===== src/rtl/two_to_four_grant_decoder.sv =====
// Timed 2:4 grant decoder: turns an encoded winner index into a one-hot grant
// held for HOLD_CYCLES, followed by a GAP_CYCLES guard gap with all lines low.
module two_to_four_grant_decoder #(
  parameter int HOLD_CYCLES = 4,  // 1..15
  parameter int GAP_CYCLES  = 1   // 0..15
) (
  input  logic       clk,
  input  logic       rst,
  input  logic       in_valid,
  output logic       in_ready,
  input  logic       in1,
  input  logic       in0,
  input  logic       in_none,
  output logic       out3,
  output logic       out2,
  output logic       out1,
  output logic       out0,
  output logic       out_valid,
  output logic       err,
  output logic [7:0] grant_cnt
);

  typedef enum logic [1:0] {IDLE, HOLD, GAP} state_t;

  state_t      state_reg, state_next;
  logic [3:0]  cnt_reg, cnt_next;
  logic [3:0]  grant_reg, grant_next;
  logic        valid_reg, valid_next;
  logic        err_reg, err_next;
  logic [7:0]  grant_cnt_reg, grant_cnt_next;
  logic [3:0]  dec;
  logic        accept;

  genvar gi;
  generate
    for (gi = 0; gi < 4; gi++) begin : g_dec
      assign dec[gi] = ({in1, in0} == 2'(gi));
    end
  endgenerate

  assign in_ready = (state_reg == IDLE);
  assign accept   = in_valid & in_ready;

  always_comb begin
    state_next     = state_reg;
    cnt_next       = cnt_reg;
    grant_next     = grant_reg;
    valid_next     = valid_reg;
    err_next       = 1'b0;
    grant_cnt_next = grant_cnt_reg;
    case (state_reg)
      IDLE: begin
        grant_next = 4'b0000;
        valid_next = 1'b0;
        if (accept) begin
          if (in_none) begin
            err_next = 1'b1;
          end else begin
            state_next     = HOLD;
            cnt_next       = 4'(HOLD_CYCLES - 1);
            grant_next     = dec;
            valid_next     = 1'b1;
            grant_cnt_next = grant_cnt_reg + 8'd1;
          end
        end
      end
      HOLD: begin
        if (cnt_reg == 4'd0) begin
          grant_next = 4'b0000;
          valid_next = 1'b0;
          if (GAP_CYCLES > 0) begin
            state_next = GAP;
            cnt_next   = 4'(GAP_CYCLES - 1);
          end else begin
            state_next = IDLE;
          end
        end else begin
          cnt_next = cnt_reg - 4'd1;
        end
      end
      GAP: begin
        if (cnt_reg == 4'd0) state_next = IDLE;
        else                 cnt_next   = cnt_reg - 4'd1;
      end
      default: begin
        state_next = IDLE;
        grant_next = 4'b0000;
        valid_next = 1'b0;
      end
    endcase
  end

  // Asynchronous clear so grant lines drop the instant rst rises.
  always_ff @(posedge clk or posedge rst) begin
    if (rst) begin
      state_reg     <= IDLE;
      cnt_reg       <= 4'd0;
      grant_reg     <= 4'b0000;
      valid_reg     <= 1'b0;
      err_reg       <= 1'b0;
      grant_cnt_reg <= 8'd0;
    end else begin
      state_reg     <= state_next;
      cnt_reg       <= cnt_next;
      grant_reg     <= grant_next;
      valid_reg     <= valid_next;
      err_reg       <= err_next;
      grant_cnt_reg <= grant_cnt_next;
    end
  end

  assign {out3, out2, out1, out0} = grant_reg;
  assign out_valid = valid_reg;
  assign err       = err_reg;
  assign grant_cnt = grant_cnt_reg;

endmodule

===== config.mk =====
export PLATFORM = sky130hd
export DESIGN_NAME = two_to_four_grant_decoder
export DESIGN_NICKNAME = d
export VERILOG_FILES = /design/src/rtl/two_to_four_grant_decoder.sv
export SDC_FILE = /design/constraint.sdc
export NUM_CORES = 1
export LEC_CHECK = 0
export ABC_AREA = 1
export BUFFER_PORTS_ARGS = -buffer_cell sky130_fd_sc_hd__buf_2
export CAP_MARGIN = 20
export CORE_MARGIN = 8
export CORE_UTILIZATION = 48
export DETAILED_ROUTE_END_ITERATION = 6
export GPL_ROUTABILITY_DRIVEN = 0
export PLACE_DENSITY = 0.71
export SLEW_MARGIN = 20
export SYNTH_ARGS = -nofsm -noshare
export SYNTH_HDL_FRONTEND = slang
export SYNTH_SLANG_ARGS = --single-unit

===== constraint.sdc =====
create_clock -name clk -period 3.79 [get_ports clk]
set_input_delay 0.379 -clock clk [delete_from_list [all_inputs] [get_ports clk]]
set_output_delay 0.379 -clock clk [all_outputs]
set_load 0.005 [all_outputs]

-- Word-level counts from Yosys, hierarchy flattened
Cells that the tools add are included.
- logic and storage cells: 50
- input bits: 6
- register bits after elaboration: 20
- bits in read-only memories: 0
- latch bits: 0
- RAM bits: 0
- output and inout bits: 15
- memories kept: 0
- shift-type cells: 0
- div/mod/pow operators: 0
- order comparisons: 0
- reduce and logical (&&, ||, !) cells: 8
- mux-type cells: 21
- equal/unequal tests: 10
- bitwise gates (word level): 3
- add/subtract/negate cells: 2
- multipliers: 0
- operators by type and width (cell ; number):
    two-way mux 4 bit ; 7
    one-hot mux 4 bit (3 select lines) ; 2
    adder 8 x 1 -> 8 bit, second input constant ; 1
    two-way mux 2 bit ; 4
    != test 2 bit, second input constant ; 4
    AND reduction 4 bit ; 2
    == test 2 bit, second input constant ; 3
    two-way mux 1 bit ; 6
    one-hot mux 2 bit (3 select lines) ; 1
    == test 2 x 1 -> 1 bit, second input constant ; 2
    logical NOT 2 bit ; 2
    logical NOT 4 bit ; 1
    subtractor 4 x 1 -> 4 bit, second input constant ; 1
    one-hot mux 1 bit (3 select lines) ; 1
    AND reduction 3 bit ; 1
    nonzero test 3 bit ; 1
    != test 2 x 1 -> 1 bit, second input constant ; 1
    inverter 1 bit ; 2
    AND reduction 2 bit ; 1
    AND 1 bit ; 1

-- Depth between registers and ports, before layout
- depth in word-level cells: 4
- depth in mapped cells: 9
- mapped depth without buffers: 9

-- Least setup slack after synthesis
No wires, ideal clock.
- path kind: flip-flop to flip-flop
- start point: reg state_reg[0]
- end point: reg grant_cnt_reg[6] (netlist: grant_cnt[6])
- arrival time: 1.355 ns
- library setup time: 0.119 ns
- path slack: 2.316 ns
- stages on the path, launching flop included: 9
- required time: 3.671 ns
- clock period less this slack: 1.474 ns
- path through: dfrtp_1 > inv_1 > ha_1 > nand2_2 > nor2_4 > nand2_4 > nor2_4 > nand3_1 > and2_1
- cells in the longest elaborated chain, start to end: 3
- RTL lines (element ; RTL line ; text):
    from (decl) ; 25 ; state_t state_reg, state_next;
    from (signal assigned) ; 103 ; state_reg <= state_next;
    logical NOT 2 bit (*) ; 41 ; assign in_ready = (state_reg == IDLE);
    named net in_ready ; 10 ; output logic in_ready,
    AND 1 bit ; 42 ; assign accept = in_valid & in_ready;
    AND reduction 3 bit (no line) (*) ; -- ;
    to (signal assigned) ; 108 ; grant_cnt_reg <= grant_cnt_next;
    to (decl) ; 30 ; logic [7:0] grant_cnt_reg, grant_cnt_next;
The timed path passes the listed nets; every way through them passes the cells marked *.
A chain may end at the register's enable or synchronous reset.

-- Worst setup path after layout
- start point: reg state_reg[0]
- end point: out in_ready
- cells in the longest elaborated chain, start to end: 1
- RTL lines (element ; RTL line):
    logical NOT 2 bit ; 41
    to (decl) ; 10
Every way passes these cells.

==> reports/results.ini <==
[outcome]
status = finished clean

[finish]
final_cell_mix = 40 x nand2_1, 20 x dfrtp_1, 20 x buf_2
utilization_pct = 58.5
nets = 166
multi_input_area_um2 = 500
largest_register_ffs = 8
antenna_cells = 0
layout_commonest_cell = nand2_1
fillers = 209
final_area_mm2 = 0.00126
syn_to_final_growth_pct = 17.6
fin_cells = 179
drive_gt1_share_pct = 20.5
seq_area_um2 = 500

[die]
die_w_um = 63.2
die_y_um = 63.2
core_area_mm2 = 0.00215
initial_core_util_pct = 49.7
pin_count = 21
dieArea_mm2 = 0.00399
num_rows = 17

[detailed_routing]
viasPerCell = 4.82
drtIter0Drc = 39
drc = 0
postRouteAntennaNets = 0
detailedRoute.firstPassIterationCount = 4
wl_per_cell_um = 12.1
vias = 862
totalWireLength_um = 2160

[worst_setup_path]
crit_chain = inv_1 -> ha_1 -> buf_2
startpoint_type = register
cp.arrival_ns = 1.25
reg2reg_to = grant_cnt[6]
r2r_cells = 8
cp.required_ns = 3.41
ff2ff_setup_slack_ns = 2.19
path_delay_family = flip-flops
path_class = register to output pin
slowest_delay_ns = 0.42
r2r_start = state_reg[0]
cpMaxStageDelayCell = dfrtp_1
end_kind = output pin
crit_buf_inv = 2
crit_fanout = 4

[timing]
setup_ws_ns = 2.16
finalHoldViolCount = 0
rsz0062_at_grt = no
fin_crit_sh_pct = 42.9
setup_viol = 0
slew_headroom_pct = 49.3
worstMarginPinSlew_ns = 0.759
fin_setup_tns_ns = 0
whs_ns = 0.182
clock_skew_ns = 0.00226
max_freq_mhz = 615
period_needed_ns = 1.63
slew_viol_final = 0

[clock_network]
clk_path_buf_depth = 2
root_buffer = clkbuf_4
path_clk_slew_ns = 0.12
tritoncts = built
post_cts_buffers = 0
cts_resized = 0
cts_num_sinks = 20
cts_buffers = 3
clk_latency_ns = 0.31
h-tree-depth = 1
cts_hold_buf = 0

[synth]
synth_seq_area_share_pct = 46.8
netlist_area_mm2 = 0.00107
avgSynthCellArea_um2 = 8.41
yosysWarnings = 0
syn_nets = 141
synth_cell_types = 20
ys_ff_latch = 20
syn_inst = 127

[place]
portBuffers = 20
preCtsSetupSlack_ns = 2.18
place_area_mm2 = 0.00120
dp.cells = 175
hpwl_um = 1710

[power_and_ir_drop]
netSwitchingPower_mw = 0.382
fin_total_pwr_mw = 0.925
pwr_density_cell_mw_per_mm2 = 736
p_int_mw = 0.542
power_leakage_nw = 0.729
clkPwrFrac_pct = 19.2
p_sw_share_pct = 41.4
power_frac_seq_pct = 34.7
combPwrFrac_pct = 46.1
max-vdd-ir-drop_mv = 0.358

[hold_path]
min_path_type = primary input to asynchronous set/reset pin

[grt]
grt_pass1_wl_um = 3930
grt_antenna_before_repair = 0
grt-ovfl-total = 0
grt_pass1_vias = 924
grt.total_usage_pct = 12.0
grt_max_degree = 21

[flow_run]
drv_cap = 0

## layout make-up
cell class | instances | share of cell area [%]
Inverter | 18 | 5.38
Tap cell | 28 | 2.79
Clock buffer | 3 | 1.79
Multi-Input combinational cell | 89 | 39.8
Sequential cell | 20 | 39.8
Timing Repair Buffer | 20 | 7.97
Clock inverter | 1 | 2.39
## power groups by stage
| stage | Combinational [mW] | Clock [mW] | Sequential [mW] |
|---|---|---|---|
| floorplan | 0.311 | 0 | 0.321 |
| global placement | 0.407 | 0 | 0.323 |
| detailed placement | 0.433 | 0 | 0.325 |
| CTS | 0.436 | 0.181 | 0.321 |
| global route | 0.495 | 0.186 | 0.331 |
| finish | 0.426 | 0.178 | 0.321 |
## cell usage after synthesis
library cell  instances  area, um2
nor2_4                2       22.5
o21bai_1              1       7.51
nor2_1                7       26.3
and2_1                1       6.26
dfrtp_1              20        500
nand2_2               3       18.8
xnor2_1               2       17.5
mux2_2                1       11.3
nor3_1                1       5.00
o21ai_0               4       20.0
nand2_4               1       11.3
a21oi_1               4       20.0
nand3b_1              1       7.51
nand3_1               9       45.0
nand2_1              40        150
inv_1                18       67.6
a21boi_0              1       7.51
ha_1                  8        100
nand4_1               1       6.26
xor2_1                2       17.5
## routing by layer
metal | vias to the layer above | GRT usage [%] | wire, um
met1 | 394 | 13.2 | 954
met2 | 22 | 20.6 | 1060
met3 | 5 | 3.00 | 91
met4 | 0 | 6.69 | 50
li1 | 441 | - | -
met5 | - | 0 | 0
## kinds of logic after synthesis
family,synth area share (%)
flops,46.8
buf+inv,6.32
simple gates,28.0
compound gates,5.15
fa+ha+maj,9.37
mux,1.05
xor+xnor,3.28
## how the worst max path moves through the flow
stage	from	end	cells after the start
final	state_reg[0]	in_ready	3
after floorplan	state_reg[0]	grant_cnt[6]	8
after detailed placement	state_reg[0]	grant_cnt[6]	8
after CTS	state_reg[0]	in_ready	3
after global placement	state_reg[0]	grant_cnt[6]	8
after global routing	state_reg[0]	grant_reg[1]	8
(Power assumes the default switching activity.)
